<file path="config.mk">
export PLATFORM = sky130hd
export DESIGN_NAME = jt12_keyon_ctrl_flat
export DESIGN_NICKNAME = d
export VERILOG_FILES = /design/src/rtl/jt12_keyon_ctrl_pkg.sv /design/src/rtl/jt12_keyon_ctrl_if.sv /design/src/rtl/jt12_keyon_store.sv /design/src/rtl/jt12_keyon_ctrl.sv /design/src/flat_wrapper.sv
export SDC_FILE = /design/constraint.sdc
export NUM_CORES = 1
export LEC_CHECK = 0
export BUFFER_PORTS_ARGS = -buffer_cell sky130_fd_sc_hd__buf_4
export CORE_ASPECT_RATIO = 0.9
export CORE_MARGIN = 4
export CORE_UTILIZATION = 45
export DETAILED_ROUTE_END_ITERATION = 8
export PLACE_DENSITY = 0.64
export SKIP_LAST_GASP = 1
export SYNTH_ARGS = -nofsm -noshare
export SYNTH_HDL_FRONTEND = slang
export SYNTH_SLANG_ARGS = --single-unit
</file>
<file path="constraint.sdc">
create_clock -name clk -period 1.1 [get_ports clk]
set_input_delay 0.22 -clock clk [delete_from_list [all_inputs] [get_ports clk]]
set_output_delay 0.22 -clock clk [all_outputs]
set_load 0.005 [all_outputs]
</file>
<file path="src/rtl/jt12_keyon_ctrl_pkg.sv">
// Shared constants and slot helpers for the JT12 per-operator key-on keeper.
// Slot operator codes follow the sequencer order S1, S3, S2, S4.
package jt12_keyon_ctrl_pkg;

  typedef enum logic [1:0] {
    SLOT_S1 = 2'd0,
    SLOT_S3 = 2'd1,
    SLOT_S2 = 2'd2,
    SLOT_S4 = 2'd3
  } slot_op_e;

  localparam logic [2:0] CH3 = 3'd2;
  localparam logic [2:0] CH6 = 3'd6;

  localparam int SLOT_COUNT = 24;
  localparam int SLOT_AW    = 5;
  localparam logic [SLOT_AW-1:0] SLOT_MAX = SLOT_AW'(SLOT_COUNT - 1);

  // Channel codes 3 and 7 are holes in the YM2612 channel map.
  function automatic logic ch_valid(input logic [2:0] ch);
    return (ch != 3'd3) && (ch <= CH6);
  endfunction

  // Dense slot number 0..23; codes 4..6 fold down onto 3..5.
  function automatic logic [SLOT_AW-1:0] slot_index(input logic [1:0] op,
                                                    input logic [2:0] ch);
    logic [2:0] ch_lin;
    ch_lin = ch[2] ? (ch - 3'd1) : ch;
    return (SLOT_AW'(op) * SLOT_AW'(6)) + SLOT_AW'(ch_lin);
  endfunction

  // Write data carries OP1..OP4 in bit order, but slots arrive as S1,S3,S2,S4.
  function automatic logic op_sel(input logic [1:0] op, input logic [3:0] keyon_op);
    logic bit_out;
    case (slot_op_e'(op))
      SLOT_S1: bit_out = keyon_op[0];
      SLOT_S3: bit_out = keyon_op[2];
      SLOT_S2: bit_out = keyon_op[1];
      default: bit_out = keyon_op[3];
    endcase
    return bit_out;
  endfunction

endpackage

</file>
<file path="src/rtl/jt12_keyon_ctrl_if.sv">
// Register-block side signals of the key-on keeper: write request, slot
// sequencer position, CSM controls and the stage-II key-on result.
interface jt12_keyon_ctrl_if;

  logic [3:0] keyon_op;
  logic [2:0] keyon_ch;
  logic [1:0] cur_op;
  logic [2:0] cur_ch;
  logic       up_keyon;
  logic       csm;
  logic       overflow_A;
  logic       keyon_II;

  modport master (
    output keyon_op,
    output keyon_ch,
    output cur_op,
    output cur_ch,
    output up_keyon,
    output csm,
    output overflow_A,
    input  keyon_II
  );

  modport slave (
    input  keyon_op,
    input  keyon_ch,
    input  cur_op,
    input  cur_ch,
    input  up_keyon,
    input  csm,
    input  overflow_A,
    output keyon_II
  );

endinterface

</file>
<file path="src/rtl/jt12_keyon_store.sv">
// 24x1 key-on bit store: one combinational read port, one write port,
// both addressed by dense slot number; asynchronous clear.
module jt12_keyon_store
  import jt12_keyon_ctrl_pkg::*;
(
  input  logic               clk,
  input  logic               rst,
  input  logic               i_we,
  input  logic [SLOT_AW-1:0] i_waddr,
  input  logic               i_wdata,
  input  logic [SLOT_AW-1:0] i_raddr,
  output logic               o_rdata
);

  logic [SLOT_COUNT-1:0] r_bits;

  // NOTE: this store is only 24 flops, so clearing it on reset is cheap and
  // gives a defined all-keys-off state; larger RAM-style arrays would not.
  // NOTE: sequential state uses non-blocking assignments so every flop samples
  // pre-edge values regardless of process ordering.
  always_ff @(posedge clk or posedge rst) begin
    if (rst) begin
      r_bits <= '0;
    end else if (i_we && (i_waddr <= SLOT_MAX)) begin
      r_bits[i_waddr] <= i_wdata;
    end
  end

  assign o_rdata = (i_raddr <= SLOT_MAX) ? r_bits[i_raddr] : 1'b0;

endmodule

</file>
<file path="src/rtl/jt12_keyon_ctrl.sv">
// Per-operator key-on keeper: applies key-on writes as slots pass, adds the
// CSM timer-A force for channel 3 and registers the result as keyon_II.
module jt12_keyon_ctrl
  import jt12_keyon_ctrl_pkg::*;
(
  input  logic              clk,
  input  logic              rst,
  input  logic              clk_en,
  jt12_keyon_ctrl_if.slave  bus
);

  logic               w_ch_valid;
  logic [SLOT_AW-1:0] w_slot;
  logic               w_sel_bit;
  logic               w_wr_hit;
  logic               w_we;
  logic               w_rd_bit;
  logic               w_new_bit;
  logic               w_csm_hit;
  logic               r_keyon_II;

  // NOTE: every always_comb output is assigned on every path, so no latch
  // can be inferred.
  always_comb begin
    w_ch_valid = ch_valid(bus.cur_ch);
    w_slot     = slot_index(bus.cur_op, bus.cur_ch);
    w_sel_bit  = op_sel(bus.cur_op, bus.keyon_op);
    w_wr_hit   = bus.up_keyon && (bus.keyon_ch == bus.cur_ch) && w_ch_valid;
    w_we       = clk_en && w_wr_hit;
    // Write-through: a slot being written shows its new value on this edge.
    w_new_bit  = w_wr_hit ? w_sel_bit : (w_rd_bit && w_ch_valid);
    w_csm_hit  = bus.csm && bus.overflow_A && (bus.cur_ch == CH3);
  end

  jt12_keyon_store u_store (
    .clk     (clk),
    .rst     (rst),
    .i_we    (w_we),
    .i_waddr (w_slot),
    .i_wdata (w_sel_bit),
    .i_raddr (w_slot),
    .o_rdata (w_rd_bit)
  );

  always_ff @(posedge clk or posedge rst) begin
    if (rst) begin
      r_keyon_II <= 1'b0;
    end else if (clk_en) begin
      r_keyon_II <= w_new_bit || w_csm_hit;
    end
  end

  assign bus.keyon_II = r_keyon_II;

endmodule

</file>
<file path="src/flat_wrapper.sv">
// flat-port wrapper written by rule: the top's interface ports become plain ports
module jt12_keyon_ctrl_flat import jt12_keyon_ctrl_pkg::*;
  (clk, rst, clk_en, bus_keyon_op, bus_keyon_ch, bus_cur_op, bus_cur_ch, bus_up_keyon, bus_csm, bus_overflow_A, bus_keyon_II);
  jt12_keyon_ctrl_if bus_i ();
  input  logic clk;
  input  logic rst;
  input  logic clk_en;
  input wire logic [$bits(bus_i.keyon_op)-1:0] bus_keyon_op;
  input wire logic [$bits(bus_i.keyon_ch)-1:0] bus_keyon_ch;
  input wire logic [$bits(bus_i.cur_op)-1:0] bus_cur_op;
  input wire logic [$bits(bus_i.cur_ch)-1:0] bus_cur_ch;
  input wire logic [$bits(bus_i.up_keyon)-1:0] bus_up_keyon;
  input wire logic [$bits(bus_i.csm)-1:0] bus_csm;
  input wire logic [$bits(bus_i.overflow_A)-1:0] bus_overflow_A;
  output wire logic [$bits(bus_i.keyon_II)-1:0] bus_keyon_II;
  assign bus_i.keyon_op = bus_keyon_op;
  assign bus_i.keyon_ch = bus_keyon_ch;
  assign bus_i.cur_op = bus_cur_op;
  assign bus_i.cur_ch = bus_cur_ch;
  assign bus_i.up_keyon = bus_up_keyon;
  assign bus_i.csm = bus_csm;
  assign bus_i.overflow_A = bus_overflow_A;
  assign bus_keyon_II = bus_i.keyon_II;
  jt12_keyon_ctrl u_core (.clk(clk), .rst(rst), .clk_en(clk_en), .bus(bus_i));
endmodule
</file>
# After elaboration in Yosys (flattened, before gate mapping)
# Index checks and enable logic that the tools add are counted.
# totals
regBits	25
latchBits	0
ramBits	0
romBits	0
in_bits	18
out_inout_bits	1
elab_cells	34
n_memories	0
# op_classes
addsub	2
n_mul	1
n_div	0
order_cmp	4
eq_ne	5
n_shift	0
n_mux	9
n_bitwise	0
reduce_logical	11
# op_table
operator	count
$bwmux 24	1
$logic_and 1x1->1	9
$lt 5x6->1 const B	1
$add 5x3->5	1
$bmux 1 s5	1
$demux 1 s5	1
$ge 5x1->1 const B	1
$le 5x5->1 const B	1
$mul 2x2->4 const B	1
$mux 1	4
$eq 3x2->1 const B	1
$eq 3x3->1	1
$le 3x3->1 const B	1
$mux 3	1
$ne 3x2->1 const B	1
$pmux 1 s3	1
$sub 3x1->3 const B	1
$eq 2x1->1 const B	1
$eq 2x2->1 const B	1
$logic_not 2->1	1
$logic_or 1x1->1	1

# Longest topological paths before layout
# Gate-level depths: netlist of the first run.
# logic_depth
depth_word	9
mapped_depth	11
mapped_depth_nobuf	10

# Hierarchy
# A second synthesis of the first run with hierarchy kept.
# hier_totals
hier_cells	143
area_unflattened_um2	1627.8
# modules_own_cells
module	n_inst	cells_each	area_per_inst_um2	seq_area_each_um2
jt12_keyon_store	1	103	1265.0	600.6
jt12_keyon_ctrl	1	40	362.8	25.0

# Worst setup path before layout of the first run
# OpenSTA, ideal clock, no wires.
# synth_timing
kind	input -> register
startpoint	in bus_cur_ch[0]
endpoint	reg u_core.u_store.r_bits[0]
setup_time_ns	0.125
arrival_time_ns	2.423
t_required_ns	0.975
setup_slack_ns	-1.448
stages	11
n_path_buf	1
path_cell_list	inv_1 -> ha_1 -> mux2i_1 -> ha_1 -> fa_1 -> buf_2 -> and3b_1 -> mux2i_1 -> nand4_1 -> nor3_1 -> mux2_2
# synth_via
elab_chain_len	8
elab_cells_between_ends	18
classes_between	add/sub (2); order compare (4); eq/ne (2); mux (4); reduce/logical (6)
# synth_rtl
item	line	source
from (decl)	flat_wrapper.sv:11	input wire logic [$bits(bus_i.cur_ch)-1:0] bus_cur_ch;
$sub 3x1->3	jt12_keyon_ctrl_pkg.sv:28	ch_lin = ch[2] ? (ch - 3'd1) : ch;
$mux 3	jt12_keyon_ctrl_pkg.sv:28	
$add 5x3->5	jt12_keyon_ctrl_pkg.sv:29	return (SLOT_AW'(op) * SLOT_AW'(6)) + SLOT_AW'(ch_lin);
$lt 5x6->1 (implied by the code) or $ge 5x1->1 (tied branches)	jt12_keyon_store.sv:25	r_bits[i_waddr] <= i_wdata;
$logic_and 1x1->1 (implied by the code)	jt12_keyon_store.sv:25	
$mux 1 (implied by the code)	jt12_keyon_store.sv:25	
$demux 1 s5	jt12_keyon_store.sv:25	
$bwmux 24	jt12_keyon_store.sv:25	
to (signal, indexed assignment)	jt12_keyon_store.sv:25	
to (decl)	jt12_keyon_store.sv:15	logic [SLOT_COUNT-1:0] r_bits;
# Parallel ways exist; a longest one is shown, timed or not.
# A chain may end at the register's enable or synchronous reset.

# Worst setup path in the final report of the first run
# layout_timing
startpoint	in bus_cur_ch[1]
endpoint	reg u_core.u_store.r_bits[17]
# The elaborated chain is that of the path after synthesis.

==> impl_metrics.tcl, run 1 <==
set metrics [dict create \
    status "finished with violations" \
    violations "hold timing, setup timing" \
    clock.fmax_mhz 420 \
    grt_start_max_net_pins 26 \
    multi_input_area_um2 1440 \
    die_h_um 68.3 \
    cts.clk_slew.worst_paths_ns 0.09 \
    cts_hold_buf 0 \
    yosysSeqAreaShare_pct 34.4 \
    dp_hpwl_um 3800 \
    syn_nets 225 \
    cts_tree "yes" \
    ant_nets 0 \
    final_net_count 279 \
    dieArea_um2 5130 \
    power_switching_share_pct 35.5 \
    crit_fanout 5 \
    diodes 0 \
    clkPwrFrac_pct 20.6 \
    crit_family "multiplexers" \
    clock_path_buffers 2 \
    antenna_found_initial 0 \
    gp_routability_congestion 0.933 \
    path_class "in2reg" \
    utilization_pct 70.8 \
    grt_pass1_wl_um 8570 \
    synth_flop_cell "dfrtp_1" \
    grt.overflow.total 0 \
    numClockSinks 25 \
    yosys.area.top_type "dfrtp_1" \
    intPower_mw 1.72 \
    critPathRequiredTime_ns 1.26 \
    fin_worst_skew_ns 0.00305 \
    num_rows 21 \
    worst-path-buf-inv 2 \
    detailroute.via_count 1742 \
    drtIter0Drc 110 \
    synthArstFlopShare_pct 100 \
    hold-worst-slack_ns -0.00353 \
    yosysTopAreaCellShare_pct 34.4 \
    max_slew_margin_pct 65.5 \
    area_delta_synth_final_pct 48.3 \
    regArea_um2 626 \
    coreArea_um2 3810 \
    endpoint_kind "flip-flop" \
    syn_area_per_cell_um2 9.23 \
    initial_core_util_pct 47.8 \
    ys_ff_latch 25 \
    synth.most_common_cell "nand2_1" \
    p_seq_share_pct 37.0 \
    power_leakage_nw 1.19 \
    ys_warn_count 0 \
    clk_latency_ns 0.27 \
    crit_chain "buf_12, inv_12, ha_4, mux2i_2, ha_2, fa_2, and3b_2, mux2i_2, nand4_1, nor3_1, mux2_2" \
    power.density_nw_per_um2 985 \
    stdcell_area_um2 2700 \
    routed_wl_um 5290 \
    vias_per_cell 5.89 \
    grt_pass1_vias 1722 \
    start_kind "primary input" \
    io_buffer_count 18 \
    syn_area_um2 1820 \
    setup_viol 26 \
    htreeDepth 1 \
    drv_cap 0 \
    rsz0062_at_grt "true" \
    synth-edff-count 0 \
    layout-drive-gt1-share_pct 53.2 \
    holdCritPathClass "in2async" \
    tightest_slew_ns 0.514 \
    synth_cell_types 37 \
    wl_per_cell_um 17.9 \
    drcViolationCount 0 \
    cts_buffers 3 \
    fillers 279 \
    hold_viol 4 \
    tns_ns -30.19 \
    synth_area_leaders "dfrtp_1, mux2_1, mux2_2" \
    switchingPower_uw 943 \
    critPathArrivalTime_ns 2.54 \
    drt-pass1-iter-count 4 \
    power_frac_comb_pct 42.4 \
    ys_top_cells_by_count "nand2_1, dfrtp_1, nand3_1" \
    crit_top_cell "mux2i_2" \
    die_x_um 75.0 \
    period_needed_ns 2.38 \
    fin_total_pwr_mw 2.66 \
    grtUsageTotal_pct 22.4 \
    cpMaxStageDelayCell "mux2_2" \
    ios 19 \
    fin_ws_ns -1.28 \
    dpl_cell_area_um2 2350 \
    root_buffer "clkbuf_8" \
    synthCells 197 \
    maxSlewViolCount 0 \
    ir_drop_mv 1.01 \
    cpPeakStageDelay_ns 0.36 \
    period_share_pct 217 \
]
metrics by stage:
step | setup slack, ns | cells
floorplan | -1.26 | 197
global placement | -1.49 | 286
detailed placement | -1.51 | 286
CTS | -1.19 | 296
global route | -1.33 | 296
finish | -1.28 | 296
layout make-up:
type | count | share of cell area (%)
clock buffers | 3 | 1.53
multi-input cells | 155 | 53.2
flip-flops and latches | 25 | 23.2
clock inverters | 1 | 0.185
well taps | 46 | 2.13
inverters | 6 | 1.76
repair buffers | 60 | 18.0
path summary, 6_finish.rpt:
| kind | endpoint | cells past startpoint | start | slack, ns |
|---|---|---|---|---|
| min in group clk | u_core.bus.keyon_II | 3 | clk_en | 0.30 |
| min reg2reg | u_core.u_store.r_bits[10] | 1 | u_core.u_store.r_bits[10] | 0.52 |
| max | u_core.u_store.r_bits[17] | 11 | bus_cur_ch[1] | -1.28 |
| min | u_core.u_store.r_bits[3] | 3 | rst | -0.004 |
| max in group asynchronous | u_core.u_store.r_bits[12] | 3 | rst | 0.85 |
| max reg2reg | u_core.bus.keyon_II | 4 | u_core.bus.keyon_II | -0.09 |
power groups by stage:
stage	combinational (mW)	sequential [mW]	clock, mW
floorplan	0.559	0.993	0
global placement	0.900	0.997	0
detailed placement	0.925	0.999	0
CTS	1.03	0.983	0.543
global route	1.21	0.988	0.599
finish	1.13	0.985	0.548
tightest hold or removal path, cell delays in order:
cell and delay (ns):
buf_4 0.10, inv_1 0.04, buf_4 0.31
layer usage:
metal | share of wire (%) | GRT usage (%) | wire, µm | vias to the layer above
met4 | 0.85 | 3.78 | 45 | 0
met5 | 0 | 0 | 0 | -
met3 | 5.8 | 4.55 | 306 | 4
met1 | 43 | 29.6 | 2260 | 861
li1 | - | - | - | 810
met2 | 51 | 38.3 | 2680 | 67
what timing repair did:
action / in CTS / in global routing
gates cloned: 1 / 0
endpoints found under the setup margin: 26 / 26
resized for setup: 30 / 29
buffers inserted: 5 / 0
pin swaps: 14 / 19
cells by family (layout without fill, tap and decap cells):
logic type | Yosys count | after routing | share of synthesized area [%]
XOR/XNOR | 8 | 8 | 4.26
multiplexers | 27 | 28 | 16.5
AO/OA/AOI/OAI | 13 | 13 | 5.43
adder cells (fa/ha/maj) | 10 | 10 | 7.29
AND/OR/NAND/NOR | 96 | 96 | 27.6
flip-flops | 25 | 25 | 34.4
buffers and inverters | 18 | 70 | 4.47
registers in the layout, summed over array words and instances (netlist names):
signal	cells
u_core.bus.keyon_II	1
u_core.u_store.r_bits	24
layout by cell type (no fill, tap or decap), types with 2 or more instances in the layout:
cell,n
a41oi_1,2
mux2i_2,2
buf_6,3
xnor2_1,2
buf_12,2
nand3_1,9
ha_1,7
nor2b_1,4
clkbuf_8,3
buf_4,55
nor3_2,8
nand2_1,28
mux2_2,6
nor2_1,7
xor2_1,4
inv_1,4
nand2b_1,4
nor3_4,3
mux2_4,18
nand4_1,10
and4_4,3
nor3_1,2
inv_12,2
nand3_2,9
dfrtp_1,25
Power figures use the tool's default switching activity.
==> run 2: changes to the inputs <==
--- a/config.mk
+++ b/config.mk
@@ -6,11 +6,10 @@
 export NUM_CORES = 1
 export LEC_CHECK = 0
 export BUFFER_PORTS_ARGS = -buffer_cell sky130_fd_sc_hd__buf_4
-export CORE_ASPECT_RATIO = 0.9
 export CORE_MARGIN = 4
-export CORE_UTILIZATION = 45
+export CORE_UTILIZATION = 25
 export DETAILED_ROUTE_END_ITERATION = 8
-export PLACE_DENSITY = 0.64
+export PLACE_DENSITY = 0.4
 export SKIP_LAST_GASP = 1
 export SYNTH_ARGS = -nofsm -noshare
 export SYNTH_HDL_FRONTEND = slang
==> run 2 against run 1 <==
The flow still finishes with violations (hold timing, setup timing). Die area increased by 70%. Fmax increased by 3.1%. Power up 2.0%. Non-clock buffer count grew 2. Count of clock-buffer cells in the layout unchanged. Critical path depth is 1 higher. Core utilization is 31 points lower. Final area increased by 1.8%.
==> impl_metrics.tcl, run 2 (synthesis results as in run 1) <==
set metrics [dict create \
    cts_hold_buf 0 \
    clk_latency_ns 0.28 \
    layout-drive-gt1-share_pct 51.6 \
    rsz0062_at_grt "true" \
    power_switching_share_pct 35.0 \
    power_frac_comb_pct 43.0 \
    fin_worst_skew_ns 0.0119 \
    fillers 688 \
    diodes 0 \
    layout_common_cells "buf_4, nand2_1, dfrtp_1, nand3_1, nor3_2" \
    dpl_cell_area_um2 2430 \
    dp.cells 338 \
    stdcell_area_um2 2750 \
    crit_chain "buf_12, inv_12, ha_4, mux2i_1, ha_2, fa_2, and3b_2, buf_6, mux2i_4, and4_2, nand4_1, mux2_1" \
    maxSlewViolCount 0 \
    dieArea_um2 8710 \
    crit_fanout 5 \
    initial_core_util_pct 26.2 \
    p_seq_share_pct 36.3 \
    period_needed_ns 2.31 \
    r2r_end "u_core.bus.keyon_II" \
    r2r_cells 4 \
    grtUsageTotal_pct 13.1 \
    worst-path-buf-inv 3 \
    multi_input_area_um2 1400 \
    critPathRequiredTime_ns 1.25 \
    grt_pass1_vias 1772 \
    tns_ns -28.60 \
    ios 19 \
    num_rows 30 \
    r2r_slack_ns -0.01 \
    cpMaxStageDelayCell "mux2_1" \
    root_buffer "clkbuf_8" \
    drt-pass1-iter-count 4 \
    cts_buffers 3 \
    coreArea_um2 6940 \
    die_x_um 93.3 \
    vias_per_cell 4.78 \
    wl_met2_um 2430 \
    setup_viol 26 \
    final_net_count 281 \
    clock.fmax_mhz 433 \
    numClockSinks 25 \
    dp_hpwl_um 4030 \
    cts_tree "yes" \
    drcViolationCount 0 \
    fin_cells 348 \
    switchingPower_uw 949 \
    tightest_slew_ns 0.336 \
    detailroute.via_count 1664 \
    violations "hold timing, setup timing" \
    wl_per_cell_um 15.0 \
    cpPeakStageDelay_ns 0.32 \
    status "finished with violations" \
    wl_met1_um 2520 \
    antenna_found_initial 0 \
    ir_drop_mv 0.329 \
    period_share_pct 210 \
    htreeDepth 1 \
    top_layer_used "met4" \
    grt.overflow.total 0 \
    holdCritPathClass "in2async" \
    drv_cap 0 \
    regArea_um2 626 \
    power_leakage_nw 1.18 \
    die_h_um 93.3 \
    grt_start_max_net_pins 26 \
    intPower_mw 1.76 \
    critPathArrivalTime_ns 2.47 \
    largest_reg_flops 24 \
    ant_nets 0 \
    crit_family "adder cells" \
    pre_cts_ws_ns -1.57 \
    final_common_cell "buf_4" \
    fin_ws_ns -1.21 \
    endpoint_kind "flip-flop" \
    routed_wl_um 5220 \
    io_buffer_count 18 \
    cts.clk_slew.worst_paths_ns 0.10 \
    path_class "in2reg" \
    hold_viol 14 \
    hold-worst-slack_ns -0.00743 \
    drtIter0Drc 66 \
    area_delta_synth_final_pct 51.0 \
    r2r_start "u_core.u_store.r_bits[6]" \
    largest-register "u_core.u_store.r_bits" \
    power.density_nw_per_um2 987 \
    clkPwrFrac_pct 20.7 \
    clock_path_buffers 2 \
    grt_pass1_wl_um 8980 \
    gp_routability_congestion 0.822 \
    wl_met3_um 213 \
    max_slew_margin_pct 77.5 \
    start_kind "primary input" \
]
## run 2: cell count changes in the layout (fill, tap and decap cells not counted), sizes merged
cell | before | now
buf | 60 | 62
## run 2: repair_timing
action / 4_1_cts / 5_1_grt
gates cloned: 1 / 0
pin swaps: 8 / 6
resized for setup: 38 / 16
setup endpoints to repair: 26 / 26
buffers inserted: 0 / 5
## run 2: final cells by class
type                       count  share of cell area, %
tap                           96                   4.37
clock buffer                   3                   1.50
sequential                    25                   22.8
clock inverter                 1                  0.182
inverter                       6                   1.73
timing repair buffer          62                   18.5
multi-input combinational    155                   51.0
## run 2: worst max path at each step
stage,from,end,slack (ns),cells after the start
after global routing,bus_cur_ch[1],u_core.u_store.r_bits[10],-1.32,11
after floorplan,bus_cur_ch[1],u_core.u_store.r_bits[10],-1.26,11
after CTS,bus_cur_ch[1],u_core.u_store.r_bits[18],-1.19,11
final,bus_cur_ch[1],u_core.u_store.r_bits[12],-1.21,12
after global placement,bus_cur_ch[0],u_core.u_store.r_bits[4],-1.58,12
after detailed placement,bus_cur_ch[0],u_core.u_store.r_bits[4],-1.57,12
## run 2: routing by layer
| metal | vias up | global-route usage (%) |
|---|---|---|
| li1 | 819 | - |
| met1 | 799 | 18.1 |
| met2 | 39 | 20.4 |
| met3 | 7 | 2.09 |
| met4 | 0 | 5.13 |
| met5 | - | 0 |
## run 2: worst min-delay path: stages
cell	delay [ns]
buf_4	0.10
inv_1	0.04
buf_4	0.31
## run 2: per-stage QoR
| stage | hold WS, ns | util [%] | total power, mW |
|---|---|---|---|
| floorplan | 0.247 | - | 1.55 |
| global placement | 0.313 | 35.0 | 1.96 |
| detailed placement | 0.313 | 35.0 | 1.95 |
| CTS | 0.00628 | 38.0 | 2.66 |
| global route | 0.0492 | 39.6 | 2.88 |
| finish | -0.00743 | 39.6 | 2.71 |
## run 2: power by group through the flow
stage | sequential, mW | combinational, mW | clock, mW
2_1_floorplan | 0.993 | 0.559 | 0
3_3_place_gp | 0.999 | 0.965 | 0
3_5_place_dp | 0.999 | 0.953 | 0
4_1_cts | 0.984 | 1.09 | 0.585
5_1_grt | 0.989 | 1.27 | 0.619
6_report | 0.984 | 1.17 | 0.562
